**config.mk**
```make
export PLATFORM = sky130hd
export DESIGN_NAME = jtframe_dump_trigger
export DESIGN_NICKNAME = d
export VERILOG_FILES = /design/src/rtl/jtframe_dump_trigger.sv
export SDC_FILE = /design/constraint.sdc
export NUM_CORES = 1
export LEC_CHECK = 0
export CAP_MARGIN = 25
export CORE_AREA = 2 2 62 64
export CTS_BUF_LIST = sky130_fd_sc_hd__clkbuf_8
export DETAILED_ROUTE_END_ITERATION = 8
export DIE_AREA = 0 0 64 66
export HOLD_SLACK_MARGIN = 0.02
export PLACE_DENSITY = 0.84
export SKIP_LAST_GASP = 1
export SYNTH_ARGS = -nofsm -noshare
export SYNTH_HDL_FRONTEND = slang
export SYNTH_SLANG_ARGS = --single-unit
```
**constraint.sdc**
```tcl
create_clock -name clk -period 5.3 [get_ports clk]
set_clock_uncertainty 0.05 [all_clocks]
set_input_delay 1.06 -clock clk [delete_from_list [all_inputs] [get_ports clk]]
set_output_delay 1.06 -clock clk [all_outputs]
set_load 0.01 [all_outputs]
```
**src/rtl/jtframe_dump_trigger.sv**
```systemverilog
// Frame-based dump window trigger: opens on a start frame (or on the end of
// ROM download) and optionally closes on a stop frame.
module jtframe_dump_trigger #(
  parameter int unsigned START_FRAME = 0,
  parameter int unsigned STOP_FRAME  = 0,
  parameter int unsigned LOADROM     = 0,
  parameter int unsigned MINCYC      = 16
) (
  input  logic        clk,
  input  logic        rst,
  input  logic        vs,
  input  logic        downloading,
  output logic [31:0] frame_cnt,
  output logic        dump_en,
  output logic        dump_start,
  output logic        dump_stop,
  output logic [1:0]  st
);

  localparam int unsigned FW = 32;
  localparam int unsigned CW = 32;

  typedef enum logic [1:0] {
    IDLE    = 2'd0,
    ARMED   = 2'd1,
    DUMPING = 2'd2,
    DONE    = 2'd3
  } state_t;

  state_t          st_q;
  state_t          st_nx;
  logic            vs_l;
  logic            dl_l;
  logic            vs_fall;
  logic            dl_fall;
  logic [CW-1:0]   cyc_cnt;
  logic            start_hit;
  logic            stop_hit;
  logic            en_nx;
  logic            start_nx;
  logic            stop_nx;

  assign vs_fall = vs_l & ~vs;
  assign dl_fall = dl_l & ~downloading;
  assign st      = st_q;

  // Edge history, frame counter (download clear wins) and saturating cycle counter
  always_ff @(posedge clk or posedge rst) begin
    if (rst) begin
      vs_l      <= 1'b0;
      dl_l      <= 1'b0;
      frame_cnt <= '0;
      cyc_cnt   <= '0;
    end else begin
      vs_l <= vs;
      dl_l <= downloading;
      if (downloading) begin
        frame_cnt <= '0;
      end else if (vs_fall) begin
        frame_cnt <= frame_cnt + FW'(1);
      end
      if (cyc_cnt != CW'(MINCYC)) begin
        cyc_cnt <= cyc_cnt + CW'(1);
      end
    end
  end

  // Window open/close conditions compare against the pre-increment frame count
  always_comb begin
    start_hit = 1'b0;
    if (LOADROM != 0) begin
      start_hit = dl_fall && (cyc_cnt == CW'(MINCYC));
    end else if (START_FRAME == 0) begin
      start_hit = 1'b1;
    end else begin
      start_hit = vs_fall && (frame_cnt == FW'(START_FRAME));
    end
    stop_hit = (STOP_FRAME != 0) && vs_fall && (frame_cnt == FW'(STOP_FRAME));
  end

  // State and registered outputs
  always_ff @(posedge clk or posedge rst) begin
    if (rst) begin
      st_q       <= IDLE;
      dump_en    <= 1'b0;
      dump_start <= 1'b0;
      dump_stop  <= 1'b0;
    end else begin
      st_q       <= st_nx;
      dump_en    <= en_nx;
      dump_start <= start_nx;
      dump_stop  <= stop_nx;
    end
  end

  // Next state
  always_comb begin
    st_nx = st_q;
    unique case (st_q)
      IDLE:    st_nx = ARMED;
      ARMED:   if (start_hit) st_nx = DUMPING;
      DUMPING: if (stop_hit) st_nx = DONE;
      default: st_nx = st_q;
    endcase
  end

  // Output values for the next cycle, so they line up with the registered state
  always_comb begin
    en_nx    = (st_nx == DUMPING);
    start_nx = (st_nx == DUMPING) && (st_q != DUMPING);
    stop_nx  = (st_nx == DONE) && (st_q != DONE);
  end

endmodule

```
# Word level (Yosys, flattened, before mapping)
# Cells that the tools add are included.
[word_totals]
regBits = 38
latch_bits = 0
ramBits = 0
rom_bits = 0
in_bits = 4
wordCells = 21
mem_count = 0
[op_classes]
add_sub_neg = 1
n_mul = 0
div = 0
order_cmp = 0
n_eq_ne = 5
n_shift = 0
n_mux = 3
bitwise = 2
n_reduce_logical = 4
[op_table]
columns = ["operator", "n"]
rows = [
  ["2-to-1 mux 32 bit", 2],
  ["adder 32 x 1 -> 32 bit, second input constant", 1],
  ["== test 2 bit, second input constant", 2],
  ["inequality test 2 bit, second input constant", 2],
  ["case mux 2 bit (2 select lines)", 1],
  ["== test 2 x 1 -> 1 bit, second input constant", 1],
  ["logical AND 1 bit", 2],
  ["zero test 2 bit", 1],
  ["nonzero test 2 bit", 1],
  ["AND 1 bit", 1],
  ["NOT 1 bit", 1],
]

# Depth between registers and ports, before layout
# Gate-level depths: netlist (run 1).
[logic_depth]
depth_word = 4
mapped_depth = 6
mapped_depth_nobuf = 5

# Worst setup path before layout (run 1)
# No wires, ideal clock.
[synth_timing]
path_type = "input -> register"
start = "input vs"
end = "register frame_cnt[28]"
setup_time_ps = 78
t_arrival_ps = 2357
required_ps = 5172
path_slack_ps = 2815
cell_stages = 5
path_buffers = 1
path_cell_list = "and3b_1 > clkbuf_1 > nand4_1 > or4_1 > a21oi_1"
[synth_between]
elab_chain_cells = 3
[synth_lines]
columns = ["item", "line", "source"]
rows = [
  ["from (decl)", "11", "input logic vs,"],
  ["NOT 1 bit", "43", "assign vs_fall = vs_l & ~vs;"],
  ["AND 1 bit", "43", ""],
  ["nonzero test 2 bit (no line)", "n/a", ""],
  ["to (signal assigned)", "60", "frame_cnt <= frame_cnt + FW'(1);"],
  ["to (decl)", "13", "output logic [31:0] frame_cnt,"],
]
# Every way passes these cells.
# A chain may end at the register's enable or synchronous reset.

# Worst setup path after layout (run 1)
[layout_timing]
start = "input vs"
end = "register frame_cnt[21]"
# Same word-level chain as after synthesis.

==> flow_summary.ini, run 1 <==
[power_and_ir_drop]
sequentialPowerShare = 0.569
power_mw = 0.5159
total_leakage_power_nw = 0.9432
combPwrFrac = 0.039
p_int_mw = 0.4018
p_sw_frac = 0.2211
vdd_drop_max_v = 0.0001593
power.share.clock = 0.392
switching_power_mw = 0.1140
power_density_nw_per_um2 = 213.1

[critical_path]
critPathArrivalTime_ns = 2.98
crit_path_end_kind = flip-flop
cpPeakStageDelay_ns = 0.58
cp.required_ns = 5.47
rr_worst_depth = 4
worstPathCellList = clkdlybuf4s50_1 -> nand4b_1 -> or4_1 -> or4_1 -> a21oi_1
path_max_fanout = 9
path_class = primary input to flip-flop
cp-start-kind = primary input
critPathMostFrequentCell = or4_1
critPathSlowestCell = or4_1

[routing]
highest_layer = met4
drc = 0
met3_length_um = 249
wl_per_cell_um = 13.96
vias = 1649
first_pass_iters = 4
wl_met1_mm = 1.790
wl_mm = 3.924
drtIter0Drc = 103
ant_nets = 0
viasPerCell = 5.868
route.met2.wl_mm = 1.821

[sta]
finalCritPeriodShare = 0.5315
rsz0062_at_grt = false
period_minus_slack_ns = 2.817
fin_tns_setup_ns = 0
slew_violations = 0
hold_violations = 0
setup_viol = 0
timing.fmax_ghz = 0.3550

[yosys]
yosys.area.top_type = dfrtp_1
ys_ff_latch = 38
syn_nets = 199
yosysMostFrequentCell = dfrtp_1
yosysWarnings = 0
synthFlopType = dfrtp_1
postSynthAreaPerCell_um2 = 9.873
synth-edff-count = 0
syn_inst = 192
ys_seq_area_frac = 0.5017
synth_common_cells = dfrtp_1, a21oi_1, or4_1
syn_area_um2 = 1896
synth_top_area_frac = 0.5017
synth_area_leaders = dfrtp_1, or4_1, o31ai_1, a21oi_1, nand3_1
synthArstFlopShare = 1.000
ys_types = 31

[global_routing]
grt_max_degree = 39
grt_pass1_vias = 1459
antenna_found_initial = 0
grt_pass1_wl_mm = 6.672
overflow = 0
grtUsageTotal = 0.2030

[clock_network]
cts_buffers = 5
insertion_delay_ns = 0.29
ctsResizeCount = 0
cts.sinks = 38
max-clock-path-buffers = 2
clkTransAtPathRegs_ns = 0.07
cts_setup_buffers = 0
tritoncts = yes
holdBufCountCts = 0
clock-root-buffer = clkbuf_8
htreeDepth = 2

[floorplan]
core_area_um2 = 3551
fp.dieW_um = 64
ios = 41
die_h_um = 66
initial_utilization = 0.5338
rows = 22
dieArea_um2 = 4224

[final_layout]
multi_input_area_um2 = 877.1
regArea_um2 = 950.9
n_antenna_cell = 0
nets = 239
layout-drive-gt1-share = 0.06009
nFillCells = 277
syn2layout_area_growth_pct = 27.72

[hold_path]
min_path_type = flip-flop to flip-flop
hold_depth = 2

[run]
max_cap_viol_count = 0

[placement]
dpl.hpwl_mm = 2.595
gp_congestion = 0.7764
numPortBuffers = 40

[outcome]
status = finished clean
## cells in the final DEF, fill, tap and decap left out, types with 7 or more instances in the layout
master and count:
dfrtp_1 38, o31ai_1 14, nand2_1 12, nand4_1 7, nand3_1 11, inv_1 8, nor2_1 12, a21oi_1 20
clkdlybuf4s50_1 40, or4_1 15
## power by group through the flow
stage,Combinational (mW),Clock [mW],Sequential (mW)
4_1_cts,0.0206,0.205,0.294
3_5_place_dp,0.0206,0,0.299
5_1_grt,0.0226,0.221,0.294
3_3_place_gp,0.0204,0,0.299
2_1_floorplan,0.0111,0,0.299
6_report,0.0203,0.202,0.294
## registers in the layout (all words and copies together), names as in the netlist
name and flops:
dump_en 1, dump_start 1, dump_stop 1, frame_cnt 32, st 2, vs_l 1
## metal layers
| metal | vias up | GRT usage |
|---|---|---|
| met5 | - | 0 |
| met4 | 0 | 0.08152 |
| met3 | 6 | 0.04940 |
| met2 | 55 | 0.3021 |
| met1 | 792 | 0.2848 |
| li1 | 796 | - |
## worst paths after layout
check | slack (ns) | from | endpoint
max | 2.48 | vs | frame_cnt[21]
min | 0.51 | frame_cnt[31] | frame_cnt[31]
max reg2reg | 3.09 | frame_cnt[11] | frame_cnt[29]
min reg2reg | 0.51 | frame_cnt[31] | frame_cnt[31]
max in group asynchronous | 3.74 | rst | frame_cnt[16]
min in group asynchronous | 1.13 | rst | frame_cnt[11]
## cell families after synthesis
logic type               share of synthesized area
other                                     0.001978
XOR/XNOR                                   0.04159
multiplexers                               0.01716
adder cells (fa/ha/maj)                    0.01980
flip-flops                                  0.5016
buffers and inverters                      0.03565
AO/OA/AOI/OAI                               0.1287
AND/OR/NAND/NOR                             0.2535
## area by class of cell
type                       count  share of cell area
clock inverter                 2            0.003618
tap                           48             0.02481
multi-input combinational    138              0.3623
sequential                    38              0.3928
clock buffer                   6             0.03411
timing repair buffer          42              0.1716
inverter                       7             0.01085
## worst max-delay path, delay by kind of cell
family          cells  cell delay (ns)
compound gates      1             0.17
simple gates        3             1.29
buf+inv             1             0.47
## stage by stage
stage,util,hold slack (ns),instances,area [um^2],setup WS [ns]
after floorplan,-,0.5217,192,1896,2.815
after CTS,0.6818,0.5106,281,2421,2.493
after detailed placement,0.6561,0.4970,273,2330,2.189
after global routing,0.6818,0.5388,281,2421,2.368
final,0.6818,0.5057,281,2421,2.483
after global placement,0.6561,0.4778,273,2330,2.249
Note: power is estimated with default switching activity, not from simulation.
==> run 2, diff against run 1 <==
CORE_AREA = 2 2 64 66   (was 2 2 62 64)
DIE_AREA = 0 0 66 68   (was 0 0 64 66)
PLACE_DENSITY = 0.79   (was 0.84)
clock period = 2.69 ns   (was 5.3 ns; I/O delays follow)
==> run 2 against run 1 <==
Effect of this change:
- sequential cell count unchanged
- die area up 6.3%
- critical path depth down 1
- critical endpoint is now frame_cnt[29]
- clock power up 83%
- utilization down 5.3 points
==> flow_summary.ini, run 2 (synthesized netlist as in run 1, its figures left out) <==
[power_and_ir_drop]
power_density_nw_per_um2 = 407.2
p_int_mw = 0.7628
power.share.clock = 0.374
sequentialPowerShare = 0.585
switching_power_mw = 0.2251
combPwrFrac = 0.041
p_sw_frac = 0.2279
total_leakage_power_nw = 0.9442
vdd_drop_max_v = 0.0002771

[clock_network]
htreeDepth = 2
ctsResizeCount = 0
cts_buffers = 5
max-clock-path-buffers = 2
cts_setup_buffers = 0
cts.sinks = 38
clkTransAtPathRegs_ns = 0.07
insertion_delay_ns = 0.29
clock-root-buffer = clkbuf_8
tritoncts = yes
holdBufCountCts = 0

[sta]
finalCritPeriodShare = 0.8361
period_minus_slack_ns = 2.249
setup_viol = 0
fin_ws_ns = 0.4408
rsz0062_at_grt = false
slew_violations = 0
timing.fmax_ghz = 0.4446
hold_violations = 0
fin_tns_setup_ns = 0

[final_layout]
n_antenna_cell = 0
syn2layout_area_growth_pct = 27.99
final_cell_mix = clkdlybuf4s50_1, dfrtp_1, a21oi_1
nFillCells = 336
layout-drive-gt1-share = 0.06838
nets = 241
final_common_cell = clkdlybuf4s50_1
largest-register = frame_cnt
largest_reg_flops = 32

[routing]
viasPerCell = 5.687
drc = 0
ant_nets = 0
drtIter0Drc = 153
wl_mm = 4.015
wl_per_cell_um = 14.14
vias = 1615
first_pass_iters = 4

[hold_path]
hold_end = dump_start
worstHoldStart = st[0]
min_path_type = flip-flop to flip-flop
hold_depth = 1

[placement]
place_worst_setup_slack_ns = 0.1534
gp_congestion = 0.7395
dpl.hpwl_mm = 2.619
numPortBuffers = 40

[global_routing]
grt_pass1_vias = 1550
grt_max_degree = 39
antenna_found_initial = 0
grtUsageTotal = 0.2079
overflow = 0
grt_pass1_wl_mm = 7.141

[critical_path]
cpPeakStageDelay_ns = 0.70
cp_top_family = simple AND/OR/NAND/NOR gates
cp-start-kind = flip-flop
worstPathCellList = nand4_2 -> or4_4 -> nor4_1 -> mux2_2
rr_startpoint = frame_cnt[5]
rr_worst_depth = 4
cp.required_ns = 2.81
crit_buf_inv = 0
cp.depth = 4
timing.rr.end = frame_cnt[29]
critPathSlowestCell = or4_4
crit_path_end_kind = flip-flop
critPathArrivalTime_ns = 2.37
path_max_fanout = 23
path_class = flip-flop to flip-flop
regToRegSetupSlack_ns = 0.44

[floorplan]
dieArea_um2 = 4488
die_h_um = 68
core_area_um2 = 3856
ios = 41
rows = 23
fp.dieW_um = 66
initial_utilization = 0.4916

[outcome]
status = finished clean

[run]
max_cap_viol_count = 0
## run 2: worst max-delay path by stage
stage | startpoint | end | slack, ns
floorplan | frame_cnt[6] | frame_cnt[29] | 0.60
global placement | vs | frame_cnt[19] | 0.18
detailed placement | vs | frame_cnt[21] | 0.15
CTS | vs | frame_cnt[21] | 0.45
global route | vs | frame_cnt[19] | 0.29
finish | frame_cnt[5] | frame_cnt[29] | 0.44
## run 2: metal layers
metal	global-route usage	vias to the layer above	wire, um
met5	0	-	0
met4	0.08163	0	25
met3	0.04770	2	174
met2	0.3346	37	1869
met1	0.2744	773	1946
li1	-	803	-
## run 2: through the flow
| step | power (mW) | util | instances | cell area, um^2 | hold slack [ns] |
|---|---|---|---|---|---|
| after floorplan | 0.6118 | - | 192 | 1896 | 0.5194 |
| after global placement | 0.6301 | 0.6087 | 277 | 2347 | 0.4838 |
| after detailed placement | 0.6308 | 0.6087 | 277 | 2347 | 0.4848 |
| after CTS | 1.004 | 0.6291 | 284 | 2426 | 0.5040 |
| after global routing | 1.029 | 0.6291 | 284 | 2426 | 0.5228 |
| final | 0.9879 | 0.6291 | 284 | 2426 | 0.5007 |
## run 2: power by group through the flow
stage	combinational (mW)	sequential, mW	clock [mW]
after floorplan	0.0218	0.590	0
after global placement	0.0408	0.589	0
after detailed placement	0.0413	0.589	0
after CTS	0.0414	0.578	0.384
after global routing	0.0466	0.579	0.404
final	0.0401	0.578	0.370
## run 2: final cells by class
class	count	area, um^2	area share
flip-flops and latches	38	950.9	0.3920
multi-input cells	138	877.1	0.3615
repair buffers	44	430.4	0.1774
clock buffers	5	68.82	0.02837
well taps	50	62.56	0.02579
inverters	7	26.28	0.01083
clock inverters	2	10.01	0.004126
## run 2: worst reg2reg max path, cell delays in order (launching register included)
cell     delay (ns)
dfrtp_1        0.49
nand4_2        0.15
or4_4          0.70
nor4_1         0.38
mux2_2         0.37
